`src/rtl/demux_stream_router_pkg.sv`:
```
// Purpose: shared constants for the 1:4 stream demux (and its 4:1 mux sibling).
// Contents: output count, select width, select codes CH0..CH3, select decode helper.
// Select codes {b,a}: 00->ch0, 01->ch1, 10->ch2, 11->ch3.
package demux_stream_router_pkg;

  localparam int NOUT = 4;
  localparam int SELW = 2;

  localparam logic [SELW-1:0] CH0 = 2'b00;
  localparam logic [SELW-1:0] CH1 = 2'b01;
  localparam logic [SELW-1:0] CH2 = 2'b10;
  localparam logic [SELW-1:0] CH3 = 2'b11;

  // One-hot decode of a select code; every code is legal.
  function automatic logic [NOUT-1:0] sel_onehot(input logic [SELW-1:0] sel);
    logic [NOUT-1:0] hot;
    hot = '0;
    case (sel)
      CH0: hot = 4'b0001;
      CH1: hot = 4'b0010;
      CH2: hot = 4'b0100;
      CH3: hot = 4'b1000;
      default: hot = '0;
    endcase
    return hot;
  endfunction

endpackage

```
`src/rtl/demux_out_slot.sv`:
```
// Purpose: one-entry holding slot for one demux output, plus saturating delivered-beat counter.
// Latency: a beat loaded in cycle N is on out_valid/out_data in cycle N+1.
// Backpressure: holds its beat stable until out_ready; can_load = !full | out_ready (pass-through when draining).
// Ports: clk, rst (sync, active-high), load/load_data (write strobe and payload),
//        out_ready/out_valid/out_data (consumer handshake), out_cnt (beats delivered), can_load.
module demux_out_slot
  import demux_stream_router_pkg::*;
#(
  parameter int DW   = 8,
  parameter int CNTW = 8
) (
  input  logic            clk,
  input  logic            rst,
  input  logic            load,
  input  logic [DW-1:0]   load_data,
  input  logic            out_ready,
  output logic            out_valid,
  output logic [DW-1:0]   out_data,
  output logic [CNTW-1:0] out_cnt,
  output logic            can_load
);

  logic            full;
  logic [DW-1:0]   data;
  logic [CNTW-1:0] cnt;
  logic            deliver;

  assign deliver   = full & out_ready;
  assign can_load  = ~full | out_ready;
  assign out_valid = full;
  assign out_data  = data;
  assign out_cnt   = cnt;

  always_ff @(posedge clk) begin
    if (rst) begin
      full <= 1'b0;
      data <= '0;
      cnt  <= '0;
    end else begin
      // A load while draining keeps the slot full with the new beat (no bubble).
      if (load) begin
        full <= 1'b1;
        data <= load_data;
      end else if (deliver) begin
        full <= 1'b0;
      end

      if (deliver && (cnt != {CNTW{1'b1}})) begin
        cnt <= cnt + CNTW'(1);
      end
    end
  end

endmodule

```
`src/rtl/demux_stream_router.sv`:
```
// Purpose: 1-to-4 registered demux routing one valid/ready stream to four output slots by in_sel.
// Latency: 1 cycle from accept to out_valid/out_data; sustains 1 beat/cycle into a ready consumer.
// Backpressure: in_ready follows only the selected slot, so a stalled channel blocks only itself.
// Ports: clk, rst (sync, active-high); in_valid/in_ready/in_data/in_sel input stream;
//        out_valid[k]/out_ready[k]/out_data[k*DW+:DW] per-channel streams; out_cnt[k*CNTW+:CNTW] delivered beats.
module demux_stream_router
  import demux_stream_router_pkg::*;
#(
  parameter int DW   = 8,
  parameter int CNTW = 8
) (
  input  logic                 clk,
  input  logic                 rst,
  input  logic                 in_valid,
  output logic                 in_ready,
  input  logic [DW-1:0]        in_data,
  input  logic [SELW-1:0]      in_sel,
  output logic [NOUT-1:0]      out_valid,
  input  logic [NOUT-1:0]      out_ready,
  output logic [NOUT*DW-1:0]   out_data,
  output logic [NOUT*CNTW-1:0] out_cnt
);

  logic [NOUT-1:0] sel_hot;
  logic [NOUT-1:0] can_load;
  logic [NOUT-1:0] load;

  assign sel_hot  = sel_onehot(in_sel);
  assign in_ready = |(can_load & sel_hot);
  // At most one bit of sel_hot is set, so at most one slot loads per cycle.
  assign load     = {NOUT{in_valid & in_ready}} & sel_hot;

  for (genvar k = 0; k < NOUT; k++) begin : g_slot
    demux_out_slot #(
      .DW  (DW),
      .CNTW(CNTW)
    ) u_slot (
      .clk      (clk),
      .rst      (rst),
      .load     (load[k]),
      .load_data(in_data),
      .out_ready(out_ready[k]),
      .out_valid(out_valid[k]),
      .out_data (out_data[k*DW +: DW]),
      .out_cnt  (out_cnt[k*CNTW +: CNTW]),
      .can_load (can_load[k])
    );
  end

  // A valid beat must carry a known route.
  a_sel_known : assert property (@(posedge clk) disable iff (rst) in_valid |-> !$isunknown(in_sel));

endmodule

```
`config.mk`:
```
export PLATFORM = sky130hd
export DESIGN_NAME = demux_stream_router
export DESIGN_NICKNAME = d
export VERILOG_FILES = /design/src/rtl/demux_stream_router_pkg.sv /design/src/rtl/demux_out_slot.sv /design/src/rtl/demux_stream_router.sv
export SDC_FILE = /design/constraint.sdc
export NUM_CORES = 1
export LEC_CHECK = 0
export BUFFER_PORTS_ARGS = -buffer_cell sky130_fd_sc_hd__buf_4
export CORE_AREA = 2 2 80 82
export CTS_CLUSTER_SIZE = 14
export DETAILED_ROUTE_END_ITERATION = 16
export DIE_AREA = 0 0 82 84
export GPL_TIMING_DRIVEN = 1
export PLACE_DENSITY = 0.81
export SYNTH_ARGS = -nofsm -noshare
export SYNTH_HDL_FRONTEND = slang
export SYNTH_SLANG_ARGS = --single-unit
export TNS_END_PERCENT = 10
```
`constraint.sdc`:
```
create_clock -name clk -period 3.15 [get_ports clk]
set_input_delay 0.4725 -clock clk [delete_from_list [all_inputs] [get_ports clk]]
set_output_delay 0.4725 -clock clk [all_outputs]
set_load 0.05 [all_outputs]
```
==> out/metrics.csv, run 1 <==
stage,metric,value,unit
flow_run,drv_cap,0,
timing,finalCritPeriodShare,64.35,%
cells_and_area,fillers,520,
clock_tree,cts_tree,yes,
setup_path,crit_path_end_kind,output pin,
setup_path,max_stage_delay,0.40,ns
setup_path,crit_slowest_cell,dfxtp_1,
setup_path,startpoint,g_slot[2].u_slot.out_valid,
clock_tree,clock_path_buffers,2,
synth,synth_edf_count,0,
timing,slew_headroom,38.60,%
clock_tree,htreeDepth,3,
grt,grt_max_degree,69,
pwr,leakage,1.656,nW
synth,yosys_warnings,0,
cells_and_area,diodes,0,
detailed_routing,first_pass_iters,4,
detailed_routing,finalWirelength,6638,um
placement,dp_hpwl,4646,um
synth,syn_avg_cell_area,9.258,sq um
cells_and_area,fin_nets,417,
min_path,hp-start,in_data[6],
detailed_routing,vias,2513,
setup_path,r2r_cells,4,
detailed_routing,drc,0,
synth,synthFlopType,dfxtp_1,
timing,min_period,2.027,ns
clock_tree,clk_pin_slew,0.08,ns
grt,grt_pass1_vias,2343,
timing,fmax,493.3,MHz
setup_path,cp.arrival,1.55,ns
clock_tree,clock_latency,0.35,ns
setup_path,critical_path.cell_chain,"nor2b_1, nand2_1, o211ai_1, o21ai_0, buf_4",
synth,ys_seq_area_share,46.98,%
floorplanning,fp.dieH,84,um
floorplanning,start_util,47.54,%
grt,gr-usage-all-layers,19.58,%
timing,setup_viol,0,
setup_path,r2r-start,g_slot[2].u_slot.out_valid,
setup_path,crit_path_start_kind,register,
grt,antenna_found_initial,0,
timing,whs,0.3836,ns
setup_path,timing.rr.end,g_slot[2].u_slot.out_data[4],
synth,synth_cells,313,
synth,synthesis.nets,334,
pwr,p_per_area,512.7,nW/um^2
timing,rsz0062_at_grt,false,
clock_tree,cts_buffers,9,
grt,grt_overflow_total,0,
setup_path,r2r_slack,1.41,ns
floorplanning,fp.coreArea,6096,sq um
grt,grt_pass1_wl,10580,um
detailed_routing,detail_route.vias_per_cell,5.257,
timing,max_slew.worst_pin.slew,0.9160,ns
synth,syn-cell-area,2898,sq um
min_path,hold_path_class,input pin to register,
cells_and_area,final_common_cell,buf_4,
synth,ys_ff_latch,68,
synth,ys_async_sr_fraction,0,%
floorplanning,rows,29,
floorplanning,die_x,82,um
clock_tree,cts_root_buf,clkbuf_8,
pwr,ir_worst_vdd,0.0002767,V
min_path,hold_path_depth,3,
timing,fin_skew,0.008449,ns
cells_and_area,final_layout_size_suffix_gt1_share,27.93,%
timing,hold_viol,0,
cells_and_area,mostFrequentLayoutCells,"86 x buf_4, 68 x dfxtp_1, 63 x nor2_1",
status,outcome,completed,
detailed_routing,postRouteAntennaNets,0,
detailed_routing,drt_iter0_markers,67,
timing,report.final.slew_viol_count,0,
detailed_routing,avgRoutedWirePerCell,13.89,um
setup_path,worstPathRequired,2.68,ns
setup_path,path_buf_inv,1,
floorplanning,io_pins,86,
placement,port-buffer-count,85,
clock_tree,cts_sinks,68,
synth,yosysUniqueCellTypes,44,
clock_tree,cts.repair.resized,0,
setup_path,crit_family,flip-flops,
timing,tns,0,ns
setup_path,path_max_fanout,5,
setup_path,path_class,register to output pin,
floorplanning,die_area,6888,sq um
clock_tree,post_cts.repair.setup_buffers,0,
min_path,whs_endpoint,g_slot[0].u_slot.out_data[6],
cells_and_area,flow.area_growth_from_synthesis,31.87,%
placement,place_congestion,0.7963,
clock_tree,hold_buffers,0,
synthesized netlist by cell type, drive strengths merged, types with 2 or more instances:
master  instances  share of area, %
and3            6               1.3
nor2b           5               1.1
dfxtp          68                47
mux2i          38                13
o21ai          11               2.0
clkbuf          4              0.52
o211ai          7               2.0
nand3           9               1.9
nand2b          2              0.43
xor2            9               2.7
or3             3              0.65
a211oi          2              0.52
ha              4               1.7
buf            10               2.1
and2            3              0.65
nor3            9               1.6
nand2          18               2.4
o211a           2              0.69
nand4           7               1.5
nor2           63               8.2
inv             6              0.78
a21oi          11               1.9
a31oi           2              0.43
cells by family after synthesis:
group                    synth area share (%)
AO/OA/AOI/OAI                           10.32
XOR/XNOR                                3.023
adder cells (fa/ha/maj)                 1.727
buffers and inverters                   3.411
flip-flops                              46.98
multiplexers                            13.51
AND/OR/NAND/NOR                         21.03
metrics by stage:
stage	cell area (sq um)	util (%)	total power, mW	setup WS, ns	cells
final	3821	62.68	1.959	1.123	478
after global routing	3821	62.68	2.026	1.036	478
after CTS	3821	62.68	1.970	1.124	478
after detailed placement	3573	58.62	1.092	1.271	462
after global placement	3573	58.62	1.090	1.304	462
after floorplan	2898	-	1.028	0.9128	313
flip-flops by register name (all words and copies together), names as in the netlist:
name and count:
g_slot.u_slot.out_data 32, g_slot.u_slot.out_cnt 32, g_slot.u_slot.out_valid 4
per-layer routing:
layer | share of wire (%) | global-route usage, %
met1 | 44 | 24.46
met2 | 47 | 30.08
met3 | 7.6 | 7.251
met4 | 1.7 | 8.030
met5 | 0 | 0
power breakdown:
group	total [mW]	switching, mW	internal (mW)
registers	0.888	0.0116	0.876
logic	0.184	0.123	0.0606
clock network	0.888	0.357	0.531
total	1.96	0.491	1.47
worst max path at each step:
stage,end,slack [ns],cells past startpoint
3_3_place_gp,g_slot[2].u_slot.out_data[5],1.30,5
3_5_place_dp,g_slot[2].u_slot.out_data[4],1.27,5
2_1_floorplan,in_ready,0.91,3
6_report,in_ready,1.12,5
4_1_cts,in_ready,1.12,5
5_1_grt,in_ready,1.04,5
worst min-delay path, cell delays in order:
cell     delay, ns
buf_4         0.10
mux2i_1       0.06
nor2_1        0.07
cell type report:
type | instances | area (sq um) | share of cell area [%]
clock buffer | 9 | 123.9 | 3.242
clock inverter | 7 | 123.9 | 3.242
inverter | 6 | 22.52 | 0.5894
multi-input combinational | 225 | 1448 | 37.88
sequential | 68 | 1361 | 35.63
tap | 77 | 96.34 | 2.521
timing repair buffer | 86 | 645.6 | 16.90
No activity file was read; power rests on OpenSTA's default activity.
==> run 2, diff against run 1 <==
--- a/config.mk
+++ b/config.mk
@@ -5,13 +5,14 @@
 export SDC_FILE = /design/constraint.sdc
 export NUM_CORES = 1
 export LEC_CHECK = 0
+export ABC_AREA = 1
 export BUFFER_PORTS_ARGS = -buffer_cell sky130_fd_sc_hd__buf_4
-export CORE_AREA = 2 2 80 82
+export CORE_AREA = 2 2 87 89
 export CTS_CLUSTER_SIZE = 14
 export DETAILED_ROUTE_END_ITERATION = 16
-export DIE_AREA = 0 0 82 84
+export DIE_AREA = 0 0 89 91
 export GPL_TIMING_DRIVEN = 1
-export PLACE_DENSITY = 0.81
+export PLACE_DENSITY = 0.8
 export SYNTH_ARGS = -nofsm -noshare
 export SYNTH_HDL_FRONTEND = slang
 export SYNTH_SLANG_ARGS = --single-unit
==> constraint.sdc (replaced) <==
create_clock -name clk -period 1.9 [get_ports clk]
set_input_delay 0.285 -clock clk [delete_from_list [all_inputs] [get_ports clk]]
set_output_delay 0.285 -clock clk [all_outputs]
set_load 0.05 [all_outputs]
==> out/metrics.csv, run 2 <==
stage,metric,value,unit
cells_and_area,diodes,0,
setup_path,cp_common_cell,nand2_1,
floorplanning,start_util,48.60,%
setup_path,worstPathRequired,1.62,ns
clock_tree,htreeDepth,3,
clock_tree,clock_latency,0.35,ns
placement,place_congestion,0.8504,
setup_path,crit_slowest_cell,dfxtp_1,
setup_path,r2r-start,g_slot[0].u_slot.out_cnt[0],
floorplanning,fp.dieH,91,um
timing,slew_headroom,73.07,%
setup_path,path_max_fanout,37,
synth,synthTopCellsByArea,"dfxtp_1 39%, nand2_1 16%, inv_1 11%",
setup_path,crit_family,simple AND/OR/NAND/NOR gates,
placement,dp_hpwl,5935,um
cells_and_area,fin_nets,625,
detailed_routing,drc,0,
setup_path,crit_path_end_kind,output pin,
synth,syn_avg_cell_area,6.644,sq um
synth,syn-cell-area,3468,sq um
min_path,hp-start,out_ready[1],
cells_and_area,flow.area_growth_from_synthesis,27.02,%
clock_tree,cts_tree,yes,
floorplanning,rows,31,
timing,finalCritPeriodShare,93.09,%
cells_and_area,mostFrequentLayoutCells,"148 x nand2_1, 104 x inv_1, 89 x buf_4",
floorplanning,die_x,89,um
setup_path,critical_path.cell_chain,"nand2_1, nand2_1, nand2_1, inv_2, nand2_8, buf_4",
timing,setup_viol,0,
grt,gr-usage-all-layers,20.15,%
timing,rsz0062_at_grt,false,
clock_tree,cts.repair.resized,0,
floorplanning,io_pins,86,
cells_and_area,multiInputGateArea,1588,sq um
cells_and_area,final_layout_size_suffix_gt1_share,19.87,%
flow_run,drv_cap,0,
synth,yosysMostFrequentCell,nand2_1,
timing,hold_viol,0,
detailed_routing,postRouteAntennaNets,0,
pwr,switchingPower,0.9216,mW
clock_tree,post_cts.repair.setup_buffers,0,
clock_tree,cts_sinks,68,
cells_and_area,ff_latch_area,1361,sq um
timing,tns,0,ns
synth,synth_edf_count,0,
pwr,ir_worst_vdd,0.0004290,V
clock_tree,clk_pin_slew,0.08,ns
pwr,power_frac_comb,14.6,%
synth,synth_cells,522,
pwr,leakage,2.181,nW
synth,yosys_warnings,0,
timing,fmax,565.4,MHz
placement,port-buffer-count,85,
pwr,p_int,2.456,mW
cells_and_area,fillers,681,
grt,grt_pass1_wl,13100,um
detailed_routing,detail_route.vias_per_cell,4.701,
synth,yosys.area.top_type,dfxtp_1,
timing,min_period,1.769,ns
clock_tree,cts_buffers,9,
pwr,clock_power_share,41.3,%
detailed_routing,drt_iter0_markers,157,
synth,synthesis.nets,543,
pwr,p_per_area,766.7,nW/um^2
grt,grt_pass1_vias,3037,
grt,antenna_found_initial,0,
clock_tree,clock_path_buffers,2,
placement,placed_area,4170,sq um
setup_path,path_buf_inv,2,
synth,synthFlopType,dfxtp_1,
detailed_routing,first_pass_iters,4,
detailed_routing,finalWirelength,8043,um
setup_path,startpoint,g_slot[3].u_slot.out_valid,
setup_path,cp.arrival,1.48,ns
detailed_routing,vias,3328,
status,outcome,completed,
clock_tree,hold_buffers,0,
floorplanning,fp.coreArea,7137,sq um
pwr,power_frac_seq,44.1,%
min_path,hold_path_class,input pin to register,
synth,ys_ff_latch,68,
timing,report.final.slew_viol_count,0,
cells_and_area,final_common_cell,nand2_1,
floorplanning,die_area,8099,sq um
cells_and_area,finalInstanceArea,4405,sq um
setup_path,path_class,register to output pin,
timing,max_slew.worst_pin.slew,0.4040,ns
synth,yosysTopAreaCellShare,39.25,%
grt,grt_max_degree,43,
synth,ys_async_sr_fraction,0,%
pwr,switching_share,27.29,%
synth,yosysUniqueCellTypes,24,
setup_path,crit_path_start_kind,register,
detailed_routing,avgRoutedWirePerCell,11.36,um
clock_tree,cts_root_buf,clkbuf_8,
timing,fin_skew,0.01454,ns
synth,ys_seq_area_share,39.25,%
setup_path,max_stage_delay,0.39,ns
grt,grt_overflow_total,0,
synth,netlist_top_cells_count,"148 x nand2_1, 104 x inv_1, 68 x dfxtp_1",
-- run 2: area by class of cell --
cell class / count / share of cell area [%]
clock buffer: 12 / 3.749
inverter: 109 / 9.287
multi-input combinational: 326 / 36.04
timing repair buffer: 90 / 15.62
sequential: 68 / 30.90
clock inverter: 4 / 1.590
tap: 99 / 2.812
-- run 2: layer usage --
layer	GRT usage (%)	up-vias	routed length (um)
li1	-	1770	-
met1	25.51	1452	3554
met2	32.96	100	3828
met3	4.818	6	590
met4	7.338	0	69
met5	0	-	0
-- run 2: power by group through the flow --
| stage | registers (mW) | clock network (mW) | logic (mW) |
|---|---|---|---|
| 6_report | 1.49 | 1.39 | 0.495 |
| 5_1_grt | 1.49 | 1.46 | 0.541 |
| 4_1_cts | 1.49 | 1.41 | 0.496 |
| 3_5_place_dp | 1.52 | 0 | 0.494 |
| 3_3_place_gp | 1.52 | 0 | 0.487 |
| 2_1_floorplan | 1.65 | 0 | 0.235 |
-- run 2: path summary, 6_finish.rpt --
kind / depth (start not counted) / slack, ns / endpoint
worst max register to register: 9 / 0.27 / g_slot[0].u_slot.out_cnt[6]
worst min-delay path: 4 / 0.22 / g_slot[1].u_slot.out_valid
worst min register to register: 2 / 0.49 / g_slot[0].u_slot.out_cnt[1]
worst max-delay path: 6 / 0.13 / in_ready
-- run 2: worst register-to-register path, cell delays in order (launching register included) --
cell and delay, ns:
dfxtp_1 0.38, ha_1 0.16, inv_1 0.06, nor2_1 0.17, nand2_1 0.09, nand2_1 0.27, inv_1 0.16, nand3_1 0.11
nand2_1 0.05, a21oi_1 0.11
-- run 2: per-stage QoR --
stage	setup WS, ns	utilization, %	hold WS (ns)	power (mW)	std cells
6_report	0.1314	61.73	0.2172	3.378	708
3_5_place_dp	0.3088	58.43	0.4784	2.017	692
4_1_cts	0.1255	61.73	0.2105	3.397	708
3_3_place_gp	0.3453	58.43	0.4657	2.009	692
2_1_floorplan	0.1097	-	0.4703	1.883	522
5_1_grt	0.03494	61.73	0.2617	3.494	708
-- run 2: cell families after synthesis --
family                   share of synthesized area, %
AO/OA/AOI/OAI                                   6.422
XOR/XNOR                                        2.525
adder cells (fa/ha/maj)                         1.443
buffers and inverters                           14.97
flip-flops                                      39.25
AND/OR/NAND/NOR                                 35.39
